File: src/rtl/mmio_uart_tx_pkg.sv
// Shared constants for the MMIO UART transmitter: bus addresses, STATUS layout, serializer states.
// The optional occupancy field (STATUS[23:16]) is enabled with UART_TX_LEVEL_EN.
package mmio_uart_tx_pkg;

  localparam logic [31:0] HALT_ADDR        = 32'hf000_0000;
  localparam logic [31:0] UART_TXDATA_ADDR = 32'hf000_0100;
  localparam logic [31:0] UART_STATUS_ADDR = 32'hf000_0104;

  localparam int unsigned STATUS_DRAINED_BIT = 0;
  localparam int unsigned STATUS_FULL_BIT    = 1;
  localparam int unsigned STATUS_OVF_BIT     = 8;
  localparam int unsigned STATUS_LEVEL_LSB   = 16;
  localparam int unsigned STATUS_LEVEL_W     = 8;

  typedef enum logic [1:0] {
    StIdle  = 2'd0,
    StStart = 2'd1,
    StData  = 2'd2,
    StStop  = 2'd3
  } tx_state_e;

  function automatic logic [31:0] status_word(input logic drained, input logic full,
                                              input logic ovf,
                                              input logic [STATUS_LEVEL_W-1:0] level);
    logic [31:0] w;
    w = '0;
    w[STATUS_DRAINED_BIT] = drained;
    w[STATUS_FULL_BIT]    = full;
    w[STATUS_OVF_BIT]     = ovf;
    w[STATUS_LEVEL_LSB +: STATUS_LEVEL_W] = level;
    return w;
  endfunction

endpackage

File: src/rtl/mmio_uart_tx_sync_fifo.sv
// Circular synchronous FIFO with extra-MSB pointers; pushes when full and pops when empty are ignored.
// The occupancy counter behind o_level exists only when UART_TX_LEVEL_EN is defined.
module mmio_uart_tx_sync_fifo #(
  parameter int unsigned WIDTH      = 8,
  parameter int unsigned DEPTH_LOG2 = 4
) (
  input  logic                  i_clk,
  input  logic                  i_rst,
  input  logic                  i_push,
  input  logic [WIDTH-1:0]      i_wdata,
  input  logic                  i_pop,
  output logic [WIDTH-1:0]      o_rdata,
  output logic                  o_full,
  output logic                  o_empty,
  output logic [DEPTH_LOG2:0]   o_level
);

  localparam int unsigned DEPTH = 2 ** DEPTH_LOG2;

  logic [DEPTH_LOG2:0] r_wr_ptr;
  logic [DEPTH_LOG2:0] r_rd_ptr;
  logic [WIDTH-1:0]    r_mem [DEPTH];
  logic                w_push_ok;
  logic                w_pop_ok;

  assign o_empty = (r_wr_ptr == r_rd_ptr);
  assign o_full  = (r_wr_ptr[DEPTH_LOG2] != r_rd_ptr[DEPTH_LOG2]) &&
                   (r_wr_ptr[DEPTH_LOG2-1:0] == r_rd_ptr[DEPTH_LOG2-1:0]);
  assign o_rdata = r_mem[r_rd_ptr[DEPTH_LOG2-1:0]];

  assign w_push_ok = i_push && !o_full;
  assign w_pop_ok  = i_pop && !o_empty;

  always_ff @(posedge i_clk or posedge i_rst) begin
    if (i_rst) begin
      r_wr_ptr <= '0;
      r_rd_ptr <= '0;
    end else begin
      if (w_push_ok) r_wr_ptr <= r_wr_ptr + 1'b1;
      if (w_pop_ok)  r_rd_ptr <= r_rd_ptr + 1'b1;
    end
  end

  always_ff @(posedge i_clk) begin
    if (w_push_ok) r_mem[r_wr_ptr[DEPTH_LOG2-1:0]] <= i_wdata;
  end

`ifdef UART_TX_LEVEL_EN
  logic [DEPTH_LOG2:0] r_level;

  always_ff @(posedge i_clk or posedge i_rst) begin
    if (i_rst) begin
      r_level <= '0;
    end else begin
      unique case ({w_push_ok, w_pop_ok})
        2'b10:   r_level <= r_level + 1'b1;
        2'b01:   r_level <= r_level - 1'b1;
        default: r_level <= r_level;
      endcase
    end
  end

  assign o_level = r_level;
`else
  assign o_level = '0;
`endif

endmodule

File: src/rtl/mmio_uart_tx.sv
// Memory-mapped 8N1 UART transmitter: TXDATA/STATUS registers, TX FIFO and registered serializer.
// Define UART_TX_LEVEL_EN to expose FIFO occupancy in STATUS[23:16].
module mmio_uart_tx
  import mmio_uart_tx_pkg::*;
#(
  parameter int unsigned CLKS_PER_BIT    = 868,
  parameter int unsigned FIFO_DEPTH_LOG2 = 4,
  parameter logic [31:0] BASE_ADDR       = UART_TXDATA_ADDR
) (
  input  logic        clk,
  input  logic        rst,
  input  logic        mem_oe,
  input  logic [31:0] mem_addr,
  input  logic [31:0] mem_wdata,
  input  logic [3:0]  mem_we,
  output logic [31:0] mem_rdata,
  output logic        mem_ready,
  output logic        uart_tx
);

  localparam int unsigned   DivW        = (CLKS_PER_BIT > 1) ? $clog2(CLKS_PER_BIT) : 1;
  localparam logic [DivW-1:0] DivMax    = DivW'(CLKS_PER_BIT - 1);
  localparam logic [31:0]   STATUS_ADDR = BASE_ADDR + 32'd4;

  logic                     w_hit;
  logic                     w_rd;
  logic                     w_push_req;
  logic                     w_push;
  logic                     w_ovf_set;
  logic                     w_status_rd;
  logic                     w_pop;
  logic                     w_full;
  logic                     w_empty;
  logic [7:0]               w_fifo_rdata;
  logic [FIFO_DEPTH_LOG2:0] w_level;
  logic [31:0]              w_rdata_d;
  logic                     w_unused_wdata;

  logic                     r_ready;
  logic [31:0]              r_rdata;
  logic                     r_ovf;

  tx_state_e                r_state;
  tx_state_e                w_state_d;
  logic [DivW-1:0]          r_div;
  logic [DivW-1:0]          w_div_d;
  logic                     w_div_done;
  logic [2:0]               r_bit;
  logic [2:0]               w_bit_d;
  logic [7:0]               r_shift;
  logic [7:0]               w_shift_d;
  logic                     r_tx;
  logic                     w_tx_d;

  assign w_unused_wdata = ^mem_wdata[31:8];

  assign w_hit       = mem_oe && (mem_addr[31:8] == BASE_ADDR[31:8]);
  assign w_rd        = w_hit && (mem_we == 4'b0000);
  assign w_push_req  = w_hit && (mem_we != 4'b0000) && mem_we[0] && (mem_addr == BASE_ADDR);
  // Full is sampled before the serializer's same-cycle pop, so a push into a full FIFO drops.
  assign w_push      = w_push_req && !w_full;
  assign w_ovf_set   = w_push_req && w_full;
  assign w_status_rd = w_rd && (mem_addr == STATUS_ADDR);
  assign w_pop       = (r_state == StIdle) && !w_empty;

  mmio_uart_tx_sync_fifo #(
    .WIDTH      (8),
    .DEPTH_LOG2 (FIFO_DEPTH_LOG2)
  ) u_fifo (
    .i_clk   (clk),
    .i_rst   (rst),
    .i_push  (w_push),
    .i_wdata (mem_wdata[7:0]),
    .i_pop   (w_pop),
    .o_rdata (w_fifo_rdata),
    .o_full  (w_full),
    .o_empty (w_empty),
    .o_level (w_level)
  );

  always_comb begin
    w_rdata_d = '0;
    if (w_rd) begin
      if (mem_addr == BASE_ADDR) begin
        w_rdata_d = {31'd0, !w_full};
      end else if (mem_addr == STATUS_ADDR) begin
        w_rdata_d = status_word(w_empty && (r_state == StIdle), w_full, r_ovf,
                                STATUS_LEVEL_W'(w_level));
      end
    end
  end

  always_ff @(posedge clk or posedge rst) begin
    if (rst) begin
      r_ready <= 1'b0;
      r_rdata <= '0;
      r_ovf   <= 1'b0;
    end else begin
      r_ready <= w_rd;
      r_rdata <= w_rdata_d;
      r_ovf   <= (r_ovf && !w_status_rd) || w_ovf_set;
    end
  end

  assign mem_ready = r_ready;
  assign mem_rdata = r_rdata;

  always_ff @(posedge clk or posedge rst) begin
    if (rst) begin
      r_state <= StIdle;
      r_div   <= '0;
      r_bit   <= '0;
      r_shift <= '0;
      r_tx    <= 1'b1;
    end else begin
      r_state <= w_state_d;
      r_div   <= w_div_d;
      r_bit   <= w_bit_d;
      r_shift <= w_shift_d;
      r_tx    <= w_tx_d;
    end
  end

  assign w_div_done = (r_div == DivMax);

  always_comb begin
    w_state_d = r_state;
    unique case (r_state)
      StIdle:  if (!w_empty) w_state_d = StStart;
      StStart: if (w_div_done) w_state_d = StData;
      StData:  if (w_div_done && (r_bit == 3'd7)) w_state_d = StStop;
      StStop:  if (w_div_done) w_state_d = StIdle;
      default: w_state_d = StIdle;
    endcase
  end

  // uart_tx is computed from the next state so the registered pin changes on the transition edge.
  always_comb begin
    w_div_d   = (w_state_d != r_state || w_div_done) ? '0 : r_div + DivW'(1);
    w_bit_d   = r_bit;
    w_shift_d = r_shift;
    if (w_pop) begin
      w_shift_d = w_fifo_rdata;
      w_bit_d   = 3'd0;
    end else if (r_state == StData && w_div_done) begin
      w_bit_d   = r_bit + 3'd1;
      w_shift_d = {1'b0, r_shift[7:1]};
    end
    unique case (w_state_d)
      StStart: w_tx_d = 1'b0;
      StData:  w_tx_d = w_shift_d[0];
      default: w_tx_d = 1'b1;
    endcase
  end

  assign uart_tx = r_tx;

endmodule

File: config.mk
export PLATFORM = sky130hd
export DESIGN_NAME = mmio_uart_tx
export DESIGN_NICKNAME = d
export VERILOG_FILES = /design/src/rtl/mmio_uart_tx_pkg.sv /design/src/rtl/mmio_uart_tx_sync_fifo.sv /design/src/rtl/mmio_uart_tx.sv
export SDC_FILE = /design/constraint.sdc
export NUM_CORES = 1
export LEC_CHECK = 0
export BUFFER_PORTS_ARGS = -buffer_cell sky130_fd_sc_hd__buf_4
export CAP_MARGIN = 25
export CORE_MARGIN = 4
export CORE_UTILIZATION = 57
export CTS_CLUSTER_SIZE = 20
export DETAILED_ROUTE_END_ITERATION = 16
export GPL_ROUTABILITY_DRIVEN = 0
export PLACE_DENSITY = 0.87
export SYNTH_ARGS = -nofsm -noshare
export SYNTH_HDL_FRONTEND = slang
export SYNTH_SLANG_ARGS = --single-unit
File: constraint.sdc
create_clock -name clk -period 2.7 [get_ports clk]
set_clock_uncertainty 0.2 [all_clocks]
set_input_delay 0.27 -clock clk [delete_from_list [all_inputs] [get_ports clk]]
set_output_delay 0.27 -clock clk [all_outputs]
set_load 0.01 [all_outputs]
==> run summary <==
ys flop type: edfxtp_1
final setup vio count: 0
Worst R2R End: u_fifo.r_mem[2][0]
hold depth: 5
Power Density: 611.8 nW/µm²
Hold Crit Start: mem_addr[14]
register area: 4822 µm²
fin crit period: 2.624 ns
Starting DRT DRC Count: 286
HP Class: input port to flop
die width: 120.5 µm
number of synthesized flops with an enable pin: 128
unrepaired setup endpoints after global routing: no
Post-Syn Area: 7208 µm²
register area share after synthesis: 66.88%
H-tree depth: 4
Detailed Route WL: 14870 µm
Final Hold Fails: 0
Worst-Margin Slew: 0.5823 ns
die height: 120.5 µm
CTS Buf Count: 17
HPWL after DPL: 9755 µm
First-pass DRT Iterations: 5
area grow syn2layout: 20.53%
YS warnings: 0
Netlist cell types: 51
clock tree from TritonCTS: done
Max-cap violations: 0
gr usage total: 22.27%
row cnt: 40
Initial Util: 59.03%
initial antenna violation count: 0
dominant cells by area after synthesis: edfxtp_1 53%, dfrtp_1 13%, mux4_2 10%, buf_4 3.0%, mux2i_1 1.8%
Net Sw Power: 1.025 mW
Post-DRT Antenna Nets: 0
die area: 14510 µm²
Flop pwr share: 52.1%
most frequent cells after synthesis: 128 x edfxtp_1, 38 x dfrtp_1, 32 x mux4_2
critical path class: input port to flop
async set or reset register ratio after synthesis: 23.35%
aggregate negative setup slack: 0 ns
Residual DRC: 0
Post-CTS Setup Inserts: 0
first-pass GRT wire length: 23920 µm
Via density: 5.717
#FFs+latches synth: 167
mean post-synth cell area: 15.98 µm²
DR WL/cell: 20.43 µm
most frequent cell after synthesis: edfxtp_1
CTS max path bufs: 2
final critical-path share of the clock period: 97.20%
P_leak: 3.276 nW
layout cells sized above 1: 30.36%
Core Area: 12210 µm²
Worst R2R Start: u_fifo.r_rd_ptr[4]
r2r worst-path depth: 5
max-slew violations: 0
clk_lat worst skew: 0.42 ns
via count: 4162
Worst slew margin: 60.82%
Worst VDD drop: 0.6163 mV
Crit. End Element: flop
# fillers: 740
worst path arrival time: 2.55 ns
grt ovf: 0
clock power share: 45.2%
Comb pwr share: 2.7%
clk slew on worst S/H paths: 0.06 ns
setup ws final: 0.07556 ns
Hold Path Sink: r_ovf
Synth top area share: 53.32%
Root Driver: clkbuf_16
critical path launch point type: input port
largest net degree at the start of global routing: 28
fin nets: 627
post-place setup slack: -0.06161 ns
fmax: 381.0 MHz
area occupied by multi-input gates: 2205 µm²
slack of the worst reg-to-reg path: 0.40 ns
status: finished clean
total clock sinks: 167
antenna cell count: 0
vias in the first global route: 4394
synthesized instance count: 451
CP required: 2.63 ns
Cell Int Power: 4.290 mW
post-synth top area cell: edfxtp_1
Ports: 105
Sw Ratio: 19.29%
IO buf count: 51
crit-path max FO: 10
==> logic make-up after synthesis <==
kind of cell	Yosys count	share of synthesized area (%)
adder cells (fa/ha/maj)	8	1.389
buffers and inverters	55	4.617
AND/OR/NAND/NOR	119	9.148
AO/OA/AOI/OAI	32	3.020
other	1	0.05202
multiplexers	47	12.12
XOR/XNOR	22	2.777
flip-flops	167	66.88
==> layer usage <==
metal | vias up | GRT usage (%) | routed length, µm
li1 | 1857 | - | -
met2 | 147 | 38.14 | 8070
met5 | - | 0 | 0
met3 | 27 | 6.127 | 847
met4 | 0 | 7.153 | 269
met1 | 2131 | 27.69 | 5685
==> final cells by class <==
class	count	share of cell area, %
clock inverters	11	1.714
clock buffers	20	5.026
repair buffers	99	9.706
multi-input cells	257	25.37
flip-flops and latches	167	55.50
inverters	6	0.2592
well taps	168	2.419
==> state kept, by name, summed over array words and instances, names as in the netlist, 2 cells and up <==
| signal | flops |
|---|---|
| mem_rdata | 3 |
| r_bit | 3 |
| r_div | 10 |
| r_shift | 8 |
| r_state | 2 |
| u_fifo.r_mem | 128 |
| u_fifo.r_rd_ptr | 5 |
| u_fifo.r_wr_ptr | 5 |
==> per-stage QoR <==
| stage | cell area, µm² | power (mW) | instances | hold WS (ns) | util, % |
|---|---|---|---|---|---|
| after global placement | 7905 | 2.936 | 679 | 0.2768 | 64.73 |
| after global routing | 8688 | 5.488 | 728 | 0.05019 | 71.15 |
| after detailed placement | 7905 | 2.943 | 679 | 0.2758 | 64.73 |
| after floorplan | 7358 | 2.889 | 479 | 0.1689 | - |
| after CTS | 8661 | 5.353 | 727 | 0.02181 | 70.92 |
| final | 8688 | 5.315 | 728 | 0.04210 | 71.15 |
==> placed cells by master (no fill, tap or decap), types with 11 or more instances in the layout <==
master and count:
buf_4 78, conb_1 29, mux2i_1 13, dlygate4sd3_1 17, nor3_2 11, clkbuf_16 17
o22ai_1 12, nand2_1 20, edfxtp_1 128, xnor2_1 14, mux4_2 32, nand3_1 12
nor2_1 31, dfrtp_1 37
==> critical path, cell delays in order <==
cell and delay (ns):
dlygate4sd3_1 0.55, buf_4 0.14, nor4_1 0.42, and4bb_2 0.33, o211ai_4 0.11, buf_4 0.23, nor4_2 0.26, buf_4 0.24
==> worst max path at each step <==
stage / start / endpoint
3_3_place_gp: mem_addr[21] / u_fifo.r_mem[2][6]
4_1_cts: mem_addr[3] / u_fifo.r_mem[2][5]
3_5_place_dp: mem_addr[21] / u_fifo.r_mem[2][1]
2_1_floorplan: mem_addr[21] / u_fifo.r_mem[0][0]
5_1_grt: mem_addr[3] / u_fifo.r_mem[2][6]
6_report: mem_addr[3] / u_fifo.r_mem[2][0]
==> power by group through the flow <==
| stage | clock network (mW) | logic (mW) | registers [mW] |
|---|---|---|---|
| 5_1_grt | 2.56 | 0.160 | 2.77 |
| 2_1_floorplan | 0 | 0.0659 | 2.82 |
| 4_1_cts | 2.45 | 0.139 | 2.77 |
| 6_report | 2.40 | 0.146 | 2.77 |
| 3_5_place_dp | 0 | 0.121 | 2.82 |
| 3_3_place_gp | 0 | 0.114 | 2.82 |
==> what timing repair did <==
item,in CTS,in global routing
gates resized for setup,0,0
hold buffers,17,0
endpoints found under the hold margin,156,0
endpoints found under the setup margin,0,0
Power figures use the tool's default switching activity.
